$ cat config.mk
export PLATFORM = sky130hd
export DESIGN_NAME = serial_frame_receiver
export DESIGN_NICKNAME = d
export VERILOG_FILES = /design/src/rtl/serial_frame_receiver.sv
export SDC_FILE = /design/constraint.sdc
export NUM_CORES = 1
export LEC_CHECK = 0
export CORE_MARGIN = 3
export CORE_UTILIZATION = 40
export DETAILED_ROUTE_END_ITERATION = 10
export SYNTH_ARGS = -nofsm -noshare
export SYNTH_HDL_FRONTEND = slang
export SYNTH_SLANG_ARGS = --single-unit
$ cat constraint.sdc
create_clock -name clk -period 4.2 [get_ports clk]
set_clock_uncertainty 0.2 [all_clocks]
set_input_delay 0.84 -clock clk [delete_from_list [all_inputs] [get_ports clk]]
set_output_delay 0.84 -clock clk [all_outputs]
set_load 0.01 [all_outputs]
$ cat src/rtl/serial_frame_receiver.sv
// -----------------------------------------------------------------------------
// serial_frame_receiver
//
// Rebuilds framed words from an LSB-first serial bitstream. A frame is a start
// bit (1), DATA_W data bits LSB first, an optional parity bit and a stop bit
// (0). The line idles low. Each good frame is delivered through a single-word
// valid/ready output buffer.
//
// Parameters
//   DATA_W      data bits per frame (2..16)
//   PARITY_EN   1: a parity bit follows the data, 0: no parity bit
//   ODD_PARITY  1: odd parity, 0: even parity (used only when PARITY_EN=1)
//
// Ports
//   clk         rising-edge clock
//   reset       asynchronous, active-high reset
//   serial_in   line bit, sampled only while bit_valid=1
//   bit_valid   qualifies serial_in, one cycle per transmitted bit
//   data_out    received word, stable while data_valid=1
//   data_valid  data_out holds an unconsumed word
//   data_ready  consumer accepts the word when data_valid & data_ready
//   parity_err  parity flag of the word on data_out (meaningful with data_valid)
//   frame_err   one-cycle pulse: the sampled stop bit was 1
//   overrun     one-cycle pulse: a good frame was dropped, buffer full
//   busy        1 whenever a frame is in progress
// -----------------------------------------------------------------------------
module serial_frame_receiver #(
  parameter int DATA_W     = 4,
  parameter int PARITY_EN  = 1,
  parameter int ODD_PARITY = 0
) (
  input  logic              clk,
  input  logic              reset,
  input  logic              serial_in,
  input  logic              bit_valid,
  output logic [DATA_W-1:0] data_out,
  output logic              data_valid,
  input  logic              data_ready,
  output logic              parity_err,
  output logic              frame_err,
  output logic              overrun,
  output logic              busy
);

  // state    | meaning
  // S_IDLE   | line idle, waiting for a sampled 1 (start bit)
  // S_DATA   | collecting data bits into shreg, LSB first
  // S_PARITY | checking the parity bit against the collected data
  // S_STOP   | sampling the stop bit, then deliver / drop / flag the frame
  typedef enum logic [1:0] {
    S_IDLE   = 2'd0,
    S_DATA   = 2'd1,
    S_PARITY = 2'd2,
    S_STOP   = 2'd3
  } state_t;

  localparam int                CNT_W   = (DATA_W > 1) ? $clog2(DATA_W) : 1;
  localparam logic [CNT_W-1:0]  LAST    = CNT_W'(DATA_W - 1);
  localparam logic              ODD_BIT = (ODD_PARITY != 0);
  localparam logic              PAR_ON  = (PARITY_EN != 0);

  state_t              state_q, state_d;
  logic [CNT_W-1:0]    cnt_q, cnt_d;
  logic [DATA_W-1:0]   shreg_q, shreg_d;
  logic                p_err_q, p_err_d;
  logic [DATA_W-1:0]   data_q, data_d;
  logic                perr_out_q, perr_out_d;
  logic                valid_q, valid_d;
  logic                frame_err_q, frame_err_d;
  logic                overrun_q, overrun_d;

  logic                good_stop;
  logic                accept;

  always_ff @(posedge clk or posedge reset) begin
    if (reset) begin
      state_q     <= S_IDLE;
      cnt_q       <= '0;
      shreg_q     <= '0;
      p_err_q     <= 1'b0;
      data_q      <= '0;
      perr_out_q  <= 1'b0;
      valid_q     <= 1'b0;
      frame_err_q <= 1'b0;
      overrun_q   <= 1'b0;
    end else begin
      state_q     <= state_d;
      cnt_q       <= cnt_d;
      shreg_q     <= shreg_d;
      p_err_q     <= p_err_d;
      data_q      <= data_d;
      perr_out_q  <= perr_out_d;
      valid_q     <= valid_d;
      frame_err_q <= frame_err_d;
      overrun_q   <= overrun_d;
    end
  end

  always_comb begin
    state_d     = state_q;
    cnt_d       = cnt_q;
    shreg_d     = shreg_q;
    p_err_d     = p_err_q;
    data_d      = data_q;
    perr_out_d  = perr_out_q;
    valid_d     = valid_q;
    frame_err_d = 1'b0;
    overrun_d   = 1'b0;
    good_stop   = 1'b0;

    // Frame FSM advances only on qualified bit cycles.
    if (bit_valid) begin
      case (state_q)
        S_IDLE: begin
          if (serial_in) begin
            state_d = S_DATA;
            cnt_d   = '0;
            // Cleared here so a parity-less build always reports 0.
            p_err_d = 1'b0;
          end
        end
        S_DATA: begin
          shreg_d[cnt_q] = serial_in;
          if (cnt_q == LAST) begin
            state_d = PAR_ON ? S_PARITY : S_STOP;
          end else begin
            cnt_d = cnt_q + CNT_W'(1);
          end
        end
        S_PARITY: begin
          p_err_d = ((^shreg_q) ^ serial_in) != ODD_BIT;
          state_d = S_STOP;
        end
        S_STOP: begin
          // The stop bit is never treated as the next start bit.
          state_d = S_IDLE;
          if (serial_in) begin
            frame_err_d = 1'b1;
          end else begin
            good_stop = 1'b1;
          end
        end
        default: state_d = S_IDLE;
      endcase
    end

    // Output buffer: a load may coincide with the consumer taking the old
    // word, in which case the new word simply replaces it.
    accept = valid_q & data_ready;
    if (good_stop) begin
      if (!valid_q || data_ready) begin
        data_d     = shreg_q;
        perr_out_d = p_err_q;
        valid_d    = 1'b1;
      end else begin
        overrun_d = 1'b1;
      end
    end else if (accept) begin
      valid_d = 1'b0;
    end
  end

  assign data_out   = data_q;
  assign data_valid = valid_q;
  assign parity_err = perr_out_q;
  assign frame_err  = frame_err_q;
  assign overrun    = overrun_q;
  assign busy       = (state_q != S_IDLE);

`ifndef SYNTHESIS
  a_err_excl: assert property (@(posedge clk) disable iff (reset)
                               !(frame_err && overrun));
`endif

endmodule

Yosys cells after proc, flatten, opt, wreduce, memory -nomap -nowiden. Cells that the tools add are included.

Bits of input ports: 5. Output and inout port bits: 9. Bits in registers: 17.

Eq/ne operators: 8. Multiplexer cells: 22. Reduce and logical (&&, ||, !) cells: 15. Bitwise gates (word level): 2. Add/sub/neg operators: 1. Magnitude comparators: 2.

Operators by type and width (count): 1-bit 2-to-1 mux (13); 2-bit 2-to-1 mux (4); 2-bit one-hot mux with 4 select lines (1); 2-bit nonzero test (4); 2-bit equality test (second input constant) (3); 2-bit inequality test (second input constant) (3); 2-bit AND reduction (3); 3-bit AND reduction (2); 4-bit bitwise mux (1); 2-bit one-hot mux with 2 select lines (1); 4-bit AND reduction (1); 4-bit XOR reduction (1); 2-bit by 3-bit < comparator with 1-bit output (second input constant) (1); 2-bit by 1-bit adder with 2-bit output (second input constant) (1); 1-bit demux with 2-bit select (1); 2-bit by 1-bit equality test with 1-bit output (second input constant) (1); 2-bit by 1-bit greater-or-equal comparator with 1-bit output (second input constant) (1); 2-bit zero test (1); 2-bit by 1-bit inequality test with 1-bit output (second input constant) (1); 1-bit one-hot mux with 2 select lines (1); 1-bit bitwise AND (1); 1-bit logical AND (1); 1-bit zero test (1); 1-bit logical OR (1); 1-bit XOR (1).

Depth between registers and ports, before layout.
Word-level depth: 5. Mapped depth: 5.

Worst setup path before layout. OpenSTA, ideal clock, no wires.

Path type: input to register. Start point: in serial_in. End point: reg data_q[0] (netlist: data_out[0]). Stages on the path: 4. Setup slack: 2277 ps. Setup time: 128 ps. Arrival time: 1595 ps. Cells stage by stage: buf_6 nand3b_4 nor2b_4 mux2_1.

Longest elaborated chain between the ends: 4.

RTL lines: start: declaration (line 34) `input logic serial_in,`; 1-bit 2-to-1 mux (line 137) `if (serial_in) begin`; 1-bit 2-to-1 mux (line 113) `case (state_q)`; 1-bit 2-to-1 mux (line 112) `if (bit_valid) begin`; 2-bit AND reduction (no source line); end signal: assignment (line 91) `data_q <= data_d;`; end: declaration (line 66) `logic [DATA_W-1:0] data_q, data_d;`.

No other way between the ends. A chain may end at the register's enable or synchronous reset.

Worst setup path after layout.
Start point: reg state_q[0]. End point: out busy.

Longest elaborated chain between the ends: 1.

RTL lines: start: declaration (line 62) `state_t state_q, state_d;`; start signal: assignment (line 87) `state_q <= state_d;`; 2-bit nonzero test (line 168) `assign busy = (state_q != S_IDLE);`; end: declaration (line 42) `output logic busy`.

No other way between the ends.

==> results list <==
- From left edge to right edge, the die measures 54.41 um.
* Worst-Skew Late Latency: 0.28 ns
- Maximum fanout along the worst path: 4
- GR met2 Demand/Resource: 22.71%
- Using the TritonRoute via totals, the vias-per-cell ratio works out to 5.068.
* Final antenna diode count: 0
* Seq/Total Area, Yosys: 45.39%
- Run status: finished, final reports clean
- The floorplan step defined a die boundary enclosing 0.002960 sq mm.
- The slowest stage of the critical path belongs to the cell sky130_fd_sc_hd__clkdlybuf4s50_1.
- Hold timing on the final database bottoms out at a slack of roughly 0.30 ns.
* Count of final max-slew check failures: 0
- In this run the post-CTS setup repair buffer count came out at 0.
- For this run, the slowest stage of the critical path takes 0.53 ns.
- Syn Inst Count: 75
- The min-delay analysis places its worst path in the category reg2reg.
* Endpoint arrival time on the critical path: 1.58 ns
* Net Count, Synth: 89
- Setup repair after global routing missed its margin: false
- For this run, the post-layout net count is 105.
* Vias post-DR: ~600
- Global routing consumed, on the met3 layer, 4.905% of the routing resources.
- Post-CTS sizing: 0
* Die height: 54.41 um
- TritonCTS sink count: 17
- For the worst setup path, the data required time is about 3.2 ns.
- A synthesized cell averages 12.50 sq um.
- TritonCTS clock tree: done
- Total of warnings raised by yosys: 0
- Across the VDD grid, the largest voltage drop is 0.3782 mV.
* Critical path, cell by cell: inv_1, ha_1, inv_1, clkdlybuf4s50_1
- Global routing usage on met1: 15.20%
- Global router's overall resource usage: 13.37%
* First-pass iteration count of the detailed router: 4
- Area taken by flip-flops and latches: approximately 430 sq um
- Vias in the first global route: 640
- Area of the multi-input gates: 461.7 sq um
* DRC violations left: 0
- Minimum period implied by the final worst setup slack: 2.620 ns
- Cts bufs inserted: 3
* Library cells used by synthesis: 27
- After filler insertion, the fill cell instance count of the layout stands at 194.
- Tcrit/Tclk final: 62.38%
- The number of antenna violations at the first check in global routing came to 0.
* Post-synthesis sequential element count: 17
* Clock transition at the register clock pins on the worst setup and hold paths after CTS: 0.09 ns
- First-pass GRT wire length: 2746 um
- Kind of end point of the critical path: output port
* Number of H-tree levels: 1
- After detailed routing, the average wire length per cell comes to 13.12 um.
- Hold-fix buffers at CTS: 0
- The area growth from synthesis to layout is 18.56%.
- Largest net degree at the start of global routing: 18
- In this run the tool buffered the top-level ports with 13 buffer cells.
- Cells with a size suffix above 1 make up 8.889% of the layout.
- I/O Pins: 14
- Final GP Congestion: roughly 0.76
- The critical path in this run is classified as reg2out.
- Gr ovfl total: 0
- Number of setup violations in the final report: 0
- Standby leakage power: approximately 0.54 nW
- Initial drt markers: 3
* Core area: around 0.0021 sq mm
- Final Routed Wirelength: between 1500 and 2000 um
- At the pin with the least slew margin, the transition time is around 0.63 ns.
* Final hold violations: 0
- Worst rel slew slack: 58.21%
- Post-DP HPWL: 1219 um
- Cell row count: 16
- In this run the most used layer during global routing was met2.
- Maximum root-to-sink buffer count: 2
- The worst setup path is launched from a flop.
* Cell area after synthesis: 937.1 sq um
* Post-route setup TNS: 0 ns
- Starting utilization of the core area: 45.01%
* Power per cell area: between 600 and 700 mW/mm^2
* Max-cap violation count: 0
- Post-route antenna net violation count: 0
- Root cell of the clock tree: sky130_fd_sc_hd__clkbuf_4
- For this run, the top clock speed supported by timing is 381.7 MHz.
* Most frequent cell on the critical path: sky130_fd_sc_hd__inv_1
## metal layers
layer / up-vias / share of wire, %
li1: 287 / -
met1: 288 / 47
met2: 13 / 46
met3: 5 / 5.0
met4: 0 / 1.3
met5: - / 0
## final cells by class
cell class              count  share of cell area, %
multi-input cells          47                  41.55
flip-flops and latches     17                  38.29
repair buffers             13                  11.71
inverters                   9                  3.041
well taps                  27                  3.041
clock buffers               4                  2.365
## synthesized netlist by cell type
cell / n / area [sq um]
sky130_fd_sc_hd__a31oi_1: 1 / 6.260
sky130_fd_sc_hd__a32oi_1: 1 / 8.760
sky130_fd_sc_hd__and2_1: 1 / 6.260
sky130_fd_sc_hd__and2b_1: 1 / 7.510
sky130_fd_sc_hd__and3_1: 1 / 6.260
sky130_fd_sc_hd__buf_2: 1 / 5.000
sky130_fd_sc_hd__buf_6: 1 / 11.26
sky130_fd_sc_hd__dfrtp_1: 17 / 425.4
sky130_fd_sc_hd__ha_1: 9 / 112.6
sky130_fd_sc_hd__inv_1: 9 / 33.78
sky130_fd_sc_hd__mux2_1: 10 / 112.6
sky130_fd_sc_hd__mux2i_1: 1 / 10.01
sky130_fd_sc_hd__nand2_1: 1 / 3.750
sky130_fd_sc_hd__nand2b_1: 1 / 6.260
sky130_fd_sc_hd__nand2b_2: 1 / 8.760
sky130_fd_sc_hd__nand3_1: 4 / 20.02
sky130_fd_sc_hd__nand3b_4: 1 / 20.02
sky130_fd_sc_hd__nor2_1: 3 / 11.26
sky130_fd_sc_hd__nor2b_1: 1 / 6.260
sky130_fd_sc_hd__nor2b_4: 1 / 13.76
sky130_fd_sc_hd__o211ai_1: 1 / 7.510
sky130_fd_sc_hd__o211ai_2: 1 / 12.51
sky130_fd_sc_hd__o2bb2ai_1: 2 / 17.52
sky130_fd_sc_hd__o31ai_1: 1 / 7.510
sky130_fd_sc_hd__o41ai_2: 1 / 16.27
sky130_fd_sc_hd__xnor2_1: 2 / 17.52
sky130_fd_sc_hd__xnor3_1: 1 / 22.52
## sequential cells by signal, summed over array words and instances, names as in the netlist
| name | cells |
|---|---|
| frame_err | 1 |
| parity_err | 1 |
| data_out | 4 |
| overrun | 1 |
| data_valid | 1 |
| state_q | 2 |
| cnt_q | 2 |
| shreg_q | 4 |
| p_err_q | 1 |
## critical path, delay by kind of cell (launching register included)
family     cells  cell delay, ns
buf+inv        3            0.69
fa+ha+maj      1            0.23
flops          1            0.38
## logic make-up (layout without fill, tap and decap cells)
family / count (synthesis) / in the layout / share of synthesized area, %
multiplexers: 11 / 11 / 13.08
XOR/XNOR: 3 / 3 / 4.273
AND/OR/NAND/NOR: 16 / 16 / 11.75
flip-flops: 17 / 17 / 45.39
AO/OA/AOI/OAI: 8 / 8 / 8.146
adder cells (fa/ha/maj): 9 / 9 / 12.02
buffers and inverters: 11 / 26 / 5.340
## per-stage QoR
| step | util, % | total power [mW] | std cells | cell area (sq um) | setup slack (ns) |
|---|---|---|---|---|---|
| 3_3_place_gp | 52.10 | 0.6014 | 113 | 1085 | 1.590 |
| 6_report | 53.37 | 0.6820 | 117 | 1111 | 1.580 |
| 4_1_cts | 53.37 | 0.6982 | 117 | 1111 | 1.537 |
| 2_1_floorplan | - | 0.4954 | 75 | 937.1 | 2.277 |
| 5_1_grt | 53.37 | 0.7465 | 117 | 1111 | 1.449 |
| 3_5_place_dp | 52.10 | 0.6080 | 113 | 1085 | 1.586 |
## worst paths after layout
kind,to,cells after the start,slack [ns],from
setup / recovery,busy,4,1.58,state_q[0]
max in group asynchronous,cnt_q[0],2,2.67,reset
hold / removal,data_out[1],1,0.30,data_out[1]
min in group asynchronous,data_out[3],2,0.72,reset
hold reg to reg,data_out[1],1,0.30,data_out[1]
setup reg to reg,state_q[1],5,2.40,state_q[1]
## layout by cell type, fill, tap and decap left out, types with 2 or more instances in the layout
master                            netlist  routed
sky130_fd_sc_hd__dfrtp_1               17      17
sky130_fd_sc_hd__clkdlybuf4s50_1        0      13
sky130_fd_sc_hd__mux2_1                10      10
sky130_fd_sc_hd__inv_1                  9       9
sky130_fd_sc_hd__ha_1                   9       9
sky130_fd_sc_hd__nand3_1                4       4
sky130_fd_sc_hd__nor2_1                 3       3
sky130_fd_sc_hd__clkbuf_4               0       3
sky130_fd_sc_hd__xnor2_1                2       2
sky130_fd_sc_hd__o2bb2ai_1              2       2
## power by group
part           total, mW  switching (mW)  leakage (nW)  internal [mW]
registers          0.274          0.0468         0.218          0.227
logic              0.322           0.148         0.311          0.175
clock network     0.0857          0.0488        0.0150         0.0369
No activity file was read; power rests on OpenSTA's default activity.
